**src/rtl/mc_control_fsm_if.sv**
```systemverilog
// Control bundle between the multicycle MIPS main controller and its datapath.
// The master side is the controller and the slave side is the datapath.
interface mc_control_fsm_if;
    logic [5:0] opcode;
    logic [5:0] funct;
    logic       zero;
    logic       mem_ready;

    logic [3:0] ALUOp;
    logic       ALUSrcA;
    logic [1:0] ALUSrcB;
    logic [1:0] PCSource;
    logic       pc_en;
    logic       IorD;
    logic       MemRead;
    logic       MemWrite;
    logic       IRWrite;
    logic       RegDst;
    logic       RegWrite;
    logic       MemtoReg;
    logic       mem_err;
    logic       illegal_op;

    modport master (
        input  opcode, funct, zero, mem_ready,
        output ALUOp, ALUSrcA, ALUSrcB, PCSource, pc_en, IorD, MemRead, MemWrite,
               IRWrite, RegDst, RegWrite, MemtoReg, mem_err, illegal_op
    );

    modport slave (
        output opcode, funct, zero, mem_ready,
        input  ALUOp, ALUSrcA, ALUSrcB, PCSource, pc_en, IorD, MemRead, MemWrite,
               IRWrite, RegDst, RegWrite, MemtoReg, mem_err, illegal_op
    );
endinterface

```
**src/rtl/mc_control_fsm.sv**
```systemverilog
// Multicycle MIPS main control FSM (fetch/decode/execute/memory/writeback) with memory-wait timeout.
// Define ILLEGAL_TRAP_EN to park in TRAP on an illegal opcode/funct; otherwise it runs as a NOP.
module mc_control_fsm #(
    parameter int WAIT_W = 4
) (
    input  logic             clk,
    input  logic             rst_n,
    mc_control_fsm_if.master bus
);
`ifdef ILLEGAL_TRAP_EN
    typedef enum logic [3:0] {
        IDLE, FETCH, DECODE, MEMADR, MEMRD, MEMWB, MEMWR,
        EXEC, RTYPE_WB, BRANCH, JUMP, ADDI_EX, ADDI_WB, TRAP
    } state_t;
    localparam state_t ILLEGAL_NEXT = TRAP;
`else
    typedef enum logic [3:0] {
        IDLE, FETCH, DECODE, MEMADR, MEMRD, MEMWB, MEMWR,
        EXEC, RTYPE_WB, BRANCH, JUMP, ADDI_EX, ADDI_WB
    } state_t;
    localparam state_t ILLEGAL_NEXT = FETCH;
`endif

    localparam logic [5:0] OP_RTYPE = 6'b000000;
    localparam logic [5:0] OP_LW    = 6'b100011;
    localparam logic [5:0] OP_SW    = 6'b101011;
    localparam logic [5:0] OP_BEQ   = 6'b000100;
    localparam logic [5:0] OP_J     = 6'b000010;
    localparam logic [5:0] OP_ADDI  = 6'b001000;

    localparam logic [3:0] ALU_AND  = 4'b0000;
    localparam logic [3:0] ALU_OR   = 4'b0001;
    localparam logic [3:0] ALU_ADD  = 4'b0010;
    localparam logic [3:0] ALU_SUB  = 4'b0110;
    localparam logic [3:0] ALU_SUBZ = 4'b0111;

    // Counter value seen in the last allowed wait cycle (2**WAIT_W-1 cycles of waiting in total).
    localparam logic [WAIT_W-1:0] WAIT_LAST = {{(WAIT_W-1){1'b1}}, 1'b0};

    state_t            state_reg;
    state_t            state_next;
    logic [WAIT_W-1:0] wait_cnt_reg;
    logic [5:0]        funct_q_reg;
    logic              mem_err_reg;

    logic              in_wait;
    logic              expire;
    logic              rtype_legal;
    logic [3:0]        rtype_op;

    logic [3:0]        alu_op;
    logic              alu_src_a;
    logic [1:0]        alu_src_b;
    logic [1:0]        pc_source;
    logic              pc_write;
    logic              pc_write_cond;
    logic              iord;
    logic              mem_read;
    logic              mem_write;
    logic              ir_write;
    logic              reg_dst;
    logic              reg_write;
    logic              memto_reg;

    always_comb begin
        rtype_legal = 1'b1;
        rtype_op    = ALU_AND;
        case (funct_q_reg)
            6'b100000: rtype_op = ALU_ADD;
            6'b100010: rtype_op = ALU_SUB;
            6'b100100: rtype_op = ALU_AND;
            6'b100101: rtype_op = ALU_OR;
            default:   rtype_legal = 1'b0;
        endcase
    end

    assign in_wait = (state_reg == FETCH) || (state_reg == MEMRD) || (state_reg == MEMWR);
    assign expire  = in_wait && !bus.mem_ready && (wait_cnt_reg == WAIT_LAST);

    always_ff @(posedge clk) begin
        if (!rst_n) begin
            state_reg    <= IDLE;
            wait_cnt_reg <= '0;
            mem_err_reg  <= 1'b0;
            funct_q_reg  <= '0;
        end else begin
            state_reg <= state_next;
            // Counts only uninterrupted waiting; any exit, ready or expiry starts over at zero.
            if (in_wait && !bus.mem_ready && !expire) begin
                wait_cnt_reg <= wait_cnt_reg + 1'b1;
            end else begin
                wait_cnt_reg <= '0;
            end
            if (expire) begin
                mem_err_reg <= 1'b1;
            end
            if (state_reg == DECODE) begin
                funct_q_reg <= bus.funct;
            end
        end
    end

    always_comb begin
        state_next    = state_reg;
        alu_op        = ALU_AND;
        alu_src_a     = 1'b0;
        alu_src_b     = 2'b00;
        pc_source     = 2'b00;
        pc_write      = 1'b0;
        pc_write_cond = 1'b0;
        iord          = 1'b0;
        mem_read      = 1'b0;
        mem_write     = 1'b0;
        ir_write      = 1'b0;
        reg_dst       = 1'b0;
        reg_write     = 1'b0;
        memto_reg     = 1'b0;

        case (state_reg)
            IDLE: state_next = FETCH;
            FETCH: begin
                mem_read  = 1'b1;
                alu_src_b = 2'b01;
                alu_op    = ALU_ADD;
                // An expired fetch simply restarts FETCH; the IR and PC stay untouched.
                if (bus.mem_ready) begin
                    ir_write   = 1'b1;
                    pc_write   = 1'b1;
                    state_next = DECODE;
                end
            end
            DECODE: begin
                alu_src_b = 2'b11;
                alu_op    = ALU_ADD;
                case (bus.opcode)
                    OP_RTYPE:      state_next = EXEC;
                    OP_LW, OP_SW:  state_next = MEMADR;
                    OP_BEQ:        state_next = BRANCH;
                    OP_J:          state_next = JUMP;
                    OP_ADDI:       state_next = ADDI_EX;
                    default:       state_next = ILLEGAL_NEXT;
                endcase
            end
            MEMADR: begin
                alu_src_a  = 1'b1;
                alu_src_b  = 2'b10;
                alu_op     = ALU_ADD;
                state_next = (bus.opcode == OP_SW) ? MEMWR : MEMRD;
            end
            MEMRD: begin
                iord     = 1'b1;
                mem_read = 1'b1;
                if (bus.mem_ready) begin
                    state_next = MEMWB;
                end else if (expire) begin
                    state_next = FETCH;
                end
            end
            MEMWB: begin
                reg_write  = 1'b1;
                memto_reg  = 1'b1;
                state_next = FETCH;
            end
            MEMWR: begin
                iord      = 1'b1;
                mem_write = 1'b1;
                if (bus.mem_ready || expire) begin
                    state_next = FETCH;
                end
            end
            EXEC: begin
                alu_src_a  = 1'b1;
                alu_op     = rtype_op;
                state_next = rtype_legal ? RTYPE_WB : ILLEGAL_NEXT;
            end
            RTYPE_WB: begin
                alu_op     = rtype_op;
                reg_dst    = 1'b1;
                reg_write  = 1'b1;
                state_next = FETCH;
            end
            BRANCH: begin
                alu_src_a     = 1'b1;
                alu_op        = ALU_SUBZ;
                pc_write_cond = 1'b1;
                pc_source     = 2'b01;
                state_next    = FETCH;
            end
            JUMP: begin
                pc_write   = 1'b1;
                pc_source  = 2'b10;
                state_next = FETCH;
            end
            ADDI_EX: begin
                alu_src_a  = 1'b1;
                alu_src_b  = 2'b10;
                alu_op     = ALU_ADD;
                state_next = ADDI_WB;
            end
            ADDI_WB: begin
                reg_write  = 1'b1;
                state_next = FETCH;
            end
`ifdef ILLEGAL_TRAP_EN
            TRAP: state_next = TRAP;
`endif
            default: state_next = IDLE;
        endcase
    end

`ifdef ILLEGAL_TRAP_EN
    logic illegal_op_reg;

    always_ff @(posedge clk) begin
        if (!rst_n) begin
            illegal_op_reg <= 1'b0;
        end else if (state_next == TRAP) begin
            illegal_op_reg <= 1'b1;
        end
    end

    assign bus.illegal_op = illegal_op_reg;
`else
    assign bus.illegal_op = 1'b0;
`endif

    // The state register only clears at the edge, so decoded outputs are forced low while reset is held.
    assign bus.ALUOp    = rst_n ? alu_op    : 4'b0000;
    assign bus.ALUSrcA  = rst_n & alu_src_a;
    assign bus.ALUSrcB  = rst_n ? alu_src_b : 2'b00;
    assign bus.PCSource = rst_n ? pc_source : 2'b00;
    assign bus.pc_en    = rst_n & (pc_write | (pc_write_cond & bus.zero));
    assign bus.IorD     = rst_n & iord;
    assign bus.MemRead  = rst_n & mem_read;
    assign bus.MemWrite = rst_n & mem_write;
    assign bus.IRWrite  = rst_n & ir_write;
    assign bus.RegDst   = rst_n & reg_dst;
    assign bus.RegWrite = rst_n & reg_write;
    assign bus.MemtoReg = rst_n & memto_reg;
    assign bus.mem_err  = mem_err_reg;
endmodule

```
**src/flat_wrapper.sv**
```systemverilog
// flat-port wrapper written by rule: the top's interface ports become plain ports
module mc_control_fsm_flat 
#(
    parameter int WAIT_W = 4
)
  (clk, rst_n, bus_opcode, bus_funct, bus_zero, bus_mem_ready, bus_ALUOp, bus_ALUSrcA, bus_ALUSrcB, bus_PCSource, bus_pc_en, bus_IorD, bus_MemRead, bus_MemWrite, bus_IRWrite, bus_RegDst, bus_RegWrite, bus_MemtoReg, bus_mem_err, bus_illegal_op);
  mc_control_fsm_if bus_i ();
  input  logic clk;
  input  logic rst_n;
  input wire logic [$bits(bus_i.opcode)-1:0] bus_opcode;
  input wire logic [$bits(bus_i.funct)-1:0] bus_funct;
  input wire logic [$bits(bus_i.zero)-1:0] bus_zero;
  input wire logic [$bits(bus_i.mem_ready)-1:0] bus_mem_ready;
  output wire logic [$bits(bus_i.ALUOp)-1:0] bus_ALUOp;
  output wire logic [$bits(bus_i.ALUSrcA)-1:0] bus_ALUSrcA;
  output wire logic [$bits(bus_i.ALUSrcB)-1:0] bus_ALUSrcB;
  output wire logic [$bits(bus_i.PCSource)-1:0] bus_PCSource;
  output wire logic [$bits(bus_i.pc_en)-1:0] bus_pc_en;
  output wire logic [$bits(bus_i.IorD)-1:0] bus_IorD;
  output wire logic [$bits(bus_i.MemRead)-1:0] bus_MemRead;
  output wire logic [$bits(bus_i.MemWrite)-1:0] bus_MemWrite;
  output wire logic [$bits(bus_i.IRWrite)-1:0] bus_IRWrite;
  output wire logic [$bits(bus_i.RegDst)-1:0] bus_RegDst;
  output wire logic [$bits(bus_i.RegWrite)-1:0] bus_RegWrite;
  output wire logic [$bits(bus_i.MemtoReg)-1:0] bus_MemtoReg;
  output wire logic [$bits(bus_i.mem_err)-1:0] bus_mem_err;
  output wire logic [$bits(bus_i.illegal_op)-1:0] bus_illegal_op;
  assign bus_i.opcode = bus_opcode;
  assign bus_i.funct = bus_funct;
  assign bus_i.zero = bus_zero;
  assign bus_i.mem_ready = bus_mem_ready;
  assign bus_ALUOp = bus_i.ALUOp;
  assign bus_ALUSrcA = bus_i.ALUSrcA;
  assign bus_ALUSrcB = bus_i.ALUSrcB;
  assign bus_PCSource = bus_i.PCSource;
  assign bus_pc_en = bus_i.pc_en;
  assign bus_IorD = bus_i.IorD;
  assign bus_MemRead = bus_i.MemRead;
  assign bus_MemWrite = bus_i.MemWrite;
  assign bus_IRWrite = bus_i.IRWrite;
  assign bus_RegDst = bus_i.RegDst;
  assign bus_RegWrite = bus_i.RegWrite;
  assign bus_MemtoReg = bus_i.MemtoReg;
  assign bus_mem_err = bus_i.mem_err;
  assign bus_illegal_op = bus_i.illegal_op;
  mc_control_fsm #(.WAIT_W(WAIT_W)) u_core (.clk(clk), .rst_n(rst_n), .bus(bus_i));
endmodule
```
**config.mk**
```make
export PLATFORM = sky130hd
export DESIGN_NAME = mc_control_fsm_flat
export DESIGN_NICKNAME = d
export VERILOG_FILES = /design/src/rtl/mc_control_fsm_if.sv /design/src/rtl/mc_control_fsm.sv /design/src/flat_wrapper.sv
export SDC_FILE = /design/constraint.sdc
export NUM_CORES = 1
export LEC_CHECK = 0
export CAP_MARGIN = 20
export CORE_MARGIN = 8
export CORE_UTILIZATION = 50
export CTS_CLUSTER_DIAMETER = 100
export CTS_CLUSTER_SIZE = 8
export DETAILED_ROUTE_END_ITERATION = 10
export DONT_BUFFER_PORTS = 1
export PLACE_DENSITY_LB_ADDON = 0.2
export SLEW_MARGIN = 20
export SYNTH_ARGS = -nofsm -noshare
export SYNTH_HDL_FRONTEND = slang
export SYNTH_SLANG_ARGS = --single-unit
export TNS_END_PERCENT = 100
```
**constraint.sdc**
```tcl
create_clock -name clk -period 3.7 [get_ports clk]
set_input_delay 0.555 -clock clk [delete_from_list [all_inputs] [get_ports clk]]
set_output_delay 0.555 -clock clk [all_outputs]
set_load 0.005 [all_outputs]
```
==> metrics.cfg, run 1 <==
[run_status]
status = finished clean

[cells_and_area]
drive_gt1_share_pct = 6.897
largest_register_ffs = 6
n_antenna_cell = 0
final_nets = 164
fillCellCount = 224
stdcell_count = 173
fin_util_pct = 50.66
area_growth_pct = -2.848

[power_and_ir_drop]
p_per_area_nw_per_um2 = 397.1
finalPower_mw = 0.4407
power_leakage_nw = 0.3910
peakVddDrop_v = 0.0002118

[place]
place_congestion = 0.7939
hpwl_um = 2006
portBuffers = 0
dp.cells = 169

[sta]
fin_tns_setup_ns = 0
maxClockFrequency_ghz = 0.3734
slew_headroom_pct = 59.91
period_share_pct = 72.39
drv_slew = 0
finalCriticalPeriod_ns = 2.678
finalSetupViolations = 0
rsz0062_at_grt = false
worstMarginPinSlew_ns = 0.6005
clock-skew-final_ns = 0.005586
hold_slack_ns = 0.3874
finalHoldViolCount = 0

[synth]
synthTopCellsByCount = 24 x nand2_1, 15 x dfxtp_1, 15 x nor2_1, 13 x a21oi_1, 6 x nor2b_1
async_flop_share_pct = 0
synth_seq_cells = 15
netlist_area_um2 = 1142
yosys.area.top_type = dfxtp_1
synth_area_leaders = dfxtp_1 26%, nand2_1 7.9%, a21oi_1 5.7%
yosysMostFrequentCell = nand2_1
synth_enable_flop_cells = 0
syn_inst = 150
ys.flop_type = dfxtp_1
ys_seq_area_share_pct = 26.29
syn_avg_cell_area_um2 = 7.616
ys_types = 50
yosys_warnings = 0
netlist.area_leader.share_pct = 26.29

[cts]
ctsResizeCount = 0
cts_made_buffers = 3
hold_buffers = 0
clock_latency_ns = 0.28
post_cts_buffers = 0
cts.path.max_buffers = 2
clock_tree.root_cell = clkbuf_4
cts_tree = done
htree_levels = 1
clk_pin_slew_ns = 0.09
clock-sinks = 15

[run]
maxCapViolations = 0

[floorplan]
core_um2 = 2191
start_util_pct = 52.14
num_rows = 17
die-area_um2 = 4070
io-pin-count = 35
fp.dieH_um = 63.80
die_w_um = 63.80

[grt]
antenna_found_initial = 0
overflow = 0
track_usage_pct = 12.56
grt_pass1_wl_um = 4229
grt_pass1_vias = 943
grt_max_degree = 21

[detailed_routing]
ant_nets = 0
drc = 0
viasPerCell = 5.988
drt-initial-drc-count = 53
dr.max_layer_used = met4
wl_met2_um = 1325
dr.pass1.iters = 4
postRouteWirelength_um = 2641
wl_met1_um = 1168
via_count = 1036
detail_route.wl_per_cell_um = 15.27
wl_met3_um = 123

[setup_path]
timing.rr.end = u_core.state_reg[1]
crit_arrival_ns = 2.12
ff2ff_path_depth = 4
start_kind = register
cp_top_family = simple AND/OR/NAND/NOR gates
cp_data_required_time_ns = 3.14
r2r-start = u_core.state_reg[1]
critical_path_peak_fanout = 20
crit_path_top_delay_cell = dfxtp_1
critPathBufInv = 0
cp_slowest_stage_delay_ns = 0.71
r2r_slack_ns = 1.77
path_class = reg2out
crit_chain = and4b_1 > a21oi_2 > or4_1 > a21oi_1
endpoint_kind = primary output

[min_path]
hold_start = rst_n
whs_path_depth = 1
hold-path-endpoint = u_core.state_reg[0]
hold_path.class = in2reg

==> cell families after synthesis <==
kind of cell,after synthesis,synth area share [%]
simple gates,75,34.28
compound gates,38,23.66
buf+inv,15,10.19
flops,15,26.29
xor+xnor,4,3.067
fa+ha+maj,2,2.190
other cells,1,0.3283
==> metal layers <==
metal  global-route usage, %  vias up
li1                        -      522
met4                   4.178        0
met3                   4.355        4
met1                   14.60      488
met2                   20.95       22
met5                       0        -
==> power by group <==
part | total (mW) | switching (mW) | internal (mW)
Clock | 0.0931 | 0.0512 | 0.0419
Combinational | 0.133 | 0.0764 | 0.0563
Sequential | 0.215 | 0.0382 | 0.177
Total | 0.441 | 0.166 | 0.275
==> stage by stage <==
step | worst slack [ns] | area (µm²)
detailed placement | 1.375 | 1084
floorplan | 1.602 | 1146
global placement | 1.412 | 1084
CTS | 1.030 | 1110
global route | 0.8508 | 1110
finish | 1.022 | 1110
==> placed cells by master, fill, tap and decap left out, types with 3 or more instances in the layout <==
master    count
nand2_1      24
nor2_1       15
dfxtp_1      15
a21oi_1      13
nor2b_1       6
inv_1         5
a211oi_1      5
nand3_1       5
nor3_1        4
nand2b_1      3
nor3b_1       3
xnor2_1       3
o21a_1        3
clkbuf_4      3
==> worst reg2reg max path: stages, from the launching register on <==
cell      delay [ns]
dfxtp_1         0.71
nor2b_1         0.25
nand2_1         0.21
or3_1           0.43
a311oi_1        0.24
==> cell type report <==
class | instances | area (µm²) | area share, %
Inverter | 5 | 18.77 | 1.691
Clock buffer | 4 | 26.28 | 2.368
Sequential cell | 15 | 300.3 | 27.06
Multi-Input combinational cell | 121 | 729.5 | 65.73
Tap cell | 28 | 35.03 | 3.157
==> worst max path at each step <==
stage                         endpoint  cells past startpoint             startpoint  slack [ns]
final                     bus_ALUOp[0]                      4    u_core.state_reg[1]        1.02
after global routing      bus_ALUOp[0]                      4    u_core.state_reg[1]        0.85
after CTS                 bus_ALUOp[0]                      4    u_core.state_reg[1]        1.03
after detailed placement  bus_ALUOp[0]                      4    u_core.state_reg[1]        1.37
after global placement    bus_ALUOp[0]                      4    u_core.state_reg[1]        1.41
after floorplan           bus_ALUOp[1]                      4  u_core.funct_q_reg[4]        1.60
Note: power is estimated with default switching activity, not from simulation.
==> run 2, diff against run 1 <==
Clock period 3.7 ns to 2.5 ns, I/O delays scaled along.
==> metrics.cfg, run 2 (synthesis results as in run 1) <==
[detailed_routing]
ant_nets = 0  ; unchanged
via_count = 1061  ; +2.4%
viasPerCell = 6.028  ; +0.67%
postRouteWirelength_um = 2782  ; +5.3%
drt-initial-drc-count = 105  ; +98%
dr.pass1.iters = 4  ; unchanged
drc = 0  ; unchanged
detail_route.wl_per_cell_um = 15.81  ; +3.5%

[setup_path]
crit_chain = or3b_4 > or4b_4 > o32ai_2 > o31a_1
crit_arrival_ns = 1.93  ; -0.19 ns
cp_data_required_time_ns = 2.12  ; -1.02 ns
path_class = reg2out
start_kind = register
ff2ff_path_depth = 5  ; +1
crit_path_top_delay_cell = or4b_4
endpoint_kind = primary output
critical_path_peak_fanout = 4  ; -80%
cp_slowest_stage_delay_ns = 0.51  ; -0.20 ns

[floorplan]
num_rows = 17  ; unchanged
core_um2 = 2191  ; unchanged
fp.dieH_um = 63.80  ; unchanged
start_util_pct = 52.14  ; unchanged
die_w_um = 63.80  ; unchanged
io-pin-count = 35  ; unchanged
die-area_um2 = 4070  ; unchanged

[power_and_ir_drop]
peakVddDrop_v = 0.0003137  ; +48%
p_per_area_nw_per_um2 = 590.2  ; +49%
power_leakage_nw = 0.4071  ; +4.1%

[cells_and_area]
fillCellCount = 218  ; -2.7%
area_growth_pct = -0.7665
n_antenna_cell = 0  ; unchanged
postLayoutCellArea_um2 = 1134  ; +2.1%
multi_input_area_um2 = 729.5  ; unchanged
seqCellArea_um2 = 301.5  ; +0.42%
largest_register_ffs = 6  ; unchanged
final_common_cell = nand2_1
final_nets = 167  ; +1.8%
drive_gt1_share_pct = 9.459  ; +2.6 points
layout_common_cells = 24 x nand2_1, 15 x nor2_1, 14 x dfxtp_1

[grt]
overflow = 0  ; unchanged
antenna_found_initial = 0  ; unchanged
track_usage_pct = 13.69  ; +1.1 points
grt_pass1_wl_um = 4629  ; +9.5%
grt_pass1_vias = 993  ; +5.3%
grt_max_degree = 16  ; -24%

[sta]
clock-skew-final_ns = 0.001489  ; -0.004096 ns
maxClockFrequency_ghz = 0.4342
fin_tns_setup_ns = 0  ; unchanged
rsz0062_at_grt = false
worstMarginPinSlew_ns = 0.5079  ; -0.09255 ns
slew_headroom_pct = 65.95  ; +6.0 points
drv_slew = 0  ; unchanged
hold_slack_ns = 0.2075  ; -0.1799 ns
finalCriticalPeriod_ns = 2.303
finalSetupViolations = 0  ; unchanged
finalHoldViolCount = 0  ; unchanged
period_share_pct = 92.12

[cts]
htree_levels = 1  ; unchanged
clock_latency_ns = 0.28  ; about the same
cts_tree = done
ctsResizeCount = 0  ; unchanged
cts_made_buffers = 3  ; unchanged
cts.path.max_buffers = 2  ; unchanged
clock_tree.root_cell = clkbuf_4
post_cts_buffers = 0  ; unchanged
clk_pin_slew_ns = 0.08  ; about the same
hold_buffers = 0  ; unchanged
clock-sinks = 15  ; unchanged

[min_path]
hold_path.class = in2reg
whs_path_depth = 1  ; unchanged

[place]
placed_cell_area_um2 = 1106  ; +2.1%
hpwl_um = 2166  ; +8.0%
portBuffers = 0  ; unchanged
place_congestion = 0.8621  ; +8.6%

[run]
maxCapViolations = 0  ; unchanged

[run_status]
status = finished clean

==> run 2: final timing paths <==
check / start / to / slack, ns
worst max-delay path: u_core.funct_q_reg[5] / bus_ALUOp[1] / 0.20
worst min-delay path: rst_n / u_core.bus.mem_err / 0.21
worst max register to register: u_core.state_reg[1] / u_core.state_reg[1] / 0.55
worst min register to register: u_core.funct_q_reg[3] / u_core.funct_q_reg[3] / 0.46
==> run 2: through the flow <==
stage / worst slack (ns) / cells / util, % / total power [mW]
final: 0.1970 / 176 / 51.74 / 0.6690
after detailed placement: 0.4241 / 172 / 50.49 / 0.5369
after CTS: 0.1037 / 176 / 51.68 / 0.6711
after global routing: 0.09823 / 176 / 51.74 / 0.7158
after global placement: 0.4997 / 172 / 50.49 / 0.5293
after floorplan: 0.5822 / 151 / - / 0.5087
==> run 2: power by group <==
group | leakage [nW] | internal, mW | switching [mW]
sequential | 0.122 | 0.262 | 0.0362
clock | 0.0150 | 0.0620 | 0.0753
combinational | 0.270 | 0.0957 | 0.138
total | 0.407 | 0.419 | 0.250
==> run 2: final cells by class <==
class                   instances  share of cell area, %
flip-flops and latches         15                  26.60
inverters                       5                  1.656
well taps                      28                  3.091
clock buffers                   4                  2.318
multi-input cells             121                  64.35
repair buffers                  3                  1.987
==> run 2: layer usage <==
metal / global-route usage [%] / part of all wire, % / up-vias
li1: - / - / 524
met1: 15.29 / 42 / 504
met2: 23.84 / 51 / 29
met3: 4.530 / 6.8 / 4
met4: 4.457 / 0.90 / 0
met5: 0 / 0 / -
==> run 2: critical path, delay by kind of cell, from the launching register on <==
family / cells / cell delay, ns
flops: 1 / 0.34
simple gates: 2 / 0.90
compound gates: 2 / 0.41
==> run 3, diff against run 2 <==
Clock period 2.5 ns to 2.75 ns, I/O delays scaled along.
==> metrics.cfg, run 3 (synthesis results as in run 1) <==
[cells_and_area]
stdcell_count = 174  ; -1.1%
largest_register_ffs = 6  ; unchanged
layout_common_cells = 24 x nand2_1, 15 x nor2_1, 15 x dfxtp_1
drive_gt1_share_pct = 8.219  ; -1.2 points
area_growth_pct = -2.081
n_antenna_cell = 0  ; unchanged
postLayoutCellArea_um2 = 1119  ; -1.3%
fin_util_pct = 51.06  ; -0.69 points
final_nets = 165  ; -1.2%
final_common_cell = nand2_1

[min_path]
hold_start = rst_n
hold_path.class = in2reg
whs_path_depth = 1  ; unchanged
hold-path-endpoint = u_core.bus.mem_err

[detailed_routing]
postRouteWirelength_um = 2801  ; +0.68%
viasPerCell = 5.908  ; -2.0%
ant_nets = 0  ; unchanged
detail_route.wl_per_cell_um = 16.10  ; +1.8%
via_count = 1028  ; -3.1%
drt-initial-drc-count = 52  ; -50%
drc = 0  ; unchanged
dr.pass1.iters = 4  ; unchanged

[setup_path]
cp.depth = 4  ; unchanged
critPathBufInv = 0  ; unchanged
path_class = reg2out
crit_chain = and4b_1 > a21oi_2 > or4_1 > a21oi_1
ff2ff_path_depth = 5  ; unchanged
critical_path_peak_fanout = 18  ; +14
r2r_slack_ns = 0.91  ; +0.36 ns
cp_data_required_time_ns = 2.34  ; +0.22 ns
start_kind = register
r2r-start = u_core.state_reg[1]
crit_path_top_delay_cell = dfxtp_1
timing.rr.end = u_core.state_reg[1]
cp_top_family = simple AND/OR/NAND/NOR gates
crit_arrival_ns = 2.11  ; +0.18 ns
cp_slowest_stage_delay_ns = 0.71  ; +0.20 ns
endpoint_kind = primary output

[grt]
grt_pass1_wl_um = 4650  ; +0.45%
grt_pass1_vias = 969  ; -2.4%
track_usage_pct = 13.65  ; -0.045 points
overflow = 0  ; unchanged
antenna_found_initial = 0  ; unchanged
grt_max_degree = 19  ; +3

[cts]
hold_buffers = 0  ; unchanged
htree_levels = 1  ; unchanged
cts_made_buffers = 3  ; unchanged
post_cts_buffers = 0  ; unchanged
clock-sinks = 15  ; unchanged
cts_tree = done
clock_latency_ns = 0.28  ; about the same
ctsResizeCount = 0  ; unchanged
clk_pin_slew_ns = 0.09  ; about the same
clock_tree.root_cell = clkbuf_4
cts.path.max_buffers = 2  ; unchanged

[floorplan]
core_um2 = 2191  ; unchanged
start_util_pct = 52.14  ; unchanged
fp.dieH_um = 63.80  ; unchanged
num_rows = 17  ; unchanged
die_w_um = 63.80  ; unchanged
io-pin-count = 35  ; unchanged
die-area_um2 = 4070  ; unchanged

[sta]
worst_slack_ns = 0.2239  ; +0.02692 ns
slew_headroom_pct = 60.02  ; -5.9 points
period_share_pct = 91.86
finalCriticalPeriod_ns = 2.526
worstMarginPinSlew_ns = 0.5989  ; +0.09096 ns
fin_tns_setup_ns = 0  ; unchanged
clock-skew-final_ns = 0.0008467  ; -0.0006428 ns
rsz0062_at_grt = false
maxClockFrequency_ghz = 0.3959
finalHoldViolCount = 0  ; unchanged
finalSetupViolations = 0  ; unchanged
hold_slack_ns = 0.2528  ; +0.04524 ns
drv_slew = 0  ; unchanged

[power_and_ir_drop]
power_leakage_nw = 0.3990  ; -2.0%
peakVddDrop_v = 0.0002722  ; -13%
finalPower_mw = 0.5982  ; -11%
p_per_area_nw_per_um2 = 534.8  ; -9.4%

[place]
place_congestion = 0.8028  ; -6.9%
post-place-ws_ns = 0.5738  ; +0.1497 ns
hpwl_um = 2150  ; -0.78%
dp.cells = 170  ; -1.2%
placed_cell_area_um2 = 1091  ; -1.4%
portBuffers = 0  ; unchanged

[run]
maxCapViolations = 0  ; unchanged

[run_status]
status = finished clean

[run 3: area by class of cell]
| class | instances | area (µm²) |
|---|---|---|
| Sequential cell | 15 | 300.3 |
| Fill cell | 236 | 1072 |
| Clock buffer | 3 | 22.52 |
| Inverter | 5 | 18.77 |
| Tap cell | 28 | 35.03 |
| Timing Repair Buffer | 1 | 7.507 |
| Clock inverter | 1 | 5.005 |
| Multi-Input combinational cell | 121 | 729.5 |
[run 3: report_power, final]
| group | switching [mW] | internal, mW | total (mW) |
|---|---|---|---|
| logic | 0.115 | 0.0800 | 0.195 |
| clock network | 0.0685 | 0.0539 | 0.122 |
| registers | 0.0425 | 0.238 | 0.280 |
| total | 0.226 | 0.372 | 0.598 |
[run 3: how the worst max path moves through the flow]
| stage | startpoint | to | slack [ns] |
|---|---|---|---|
| floorplan | u_core.funct_q_reg[4] | bus_ALUOp[1] | 0.79 |
| global placement | u_core.state_reg[0] | bus_ALUOp[0] | 0.63 |
| detailed placement | u_core.state_reg[0] | bus_ALUOp[0] | 0.57 |
| CTS | u_core.state_reg[0] | bus_ALUOp[0] | 0.23 |
| global route | u_core.state_reg[0] | bus_ALUOp[0] | 0.07 |
| finish | u_core.state_reg[0] | bus_ALUOp[0] | 0.22 |
[run 3: metal layers]
layer / track usage [%] / wire, µm
met1: 15.86 / 1251
met3: 3.659 / 114
met5: 0 / 0
met2: 24.09 / 1424
met4: 3.343 / 10
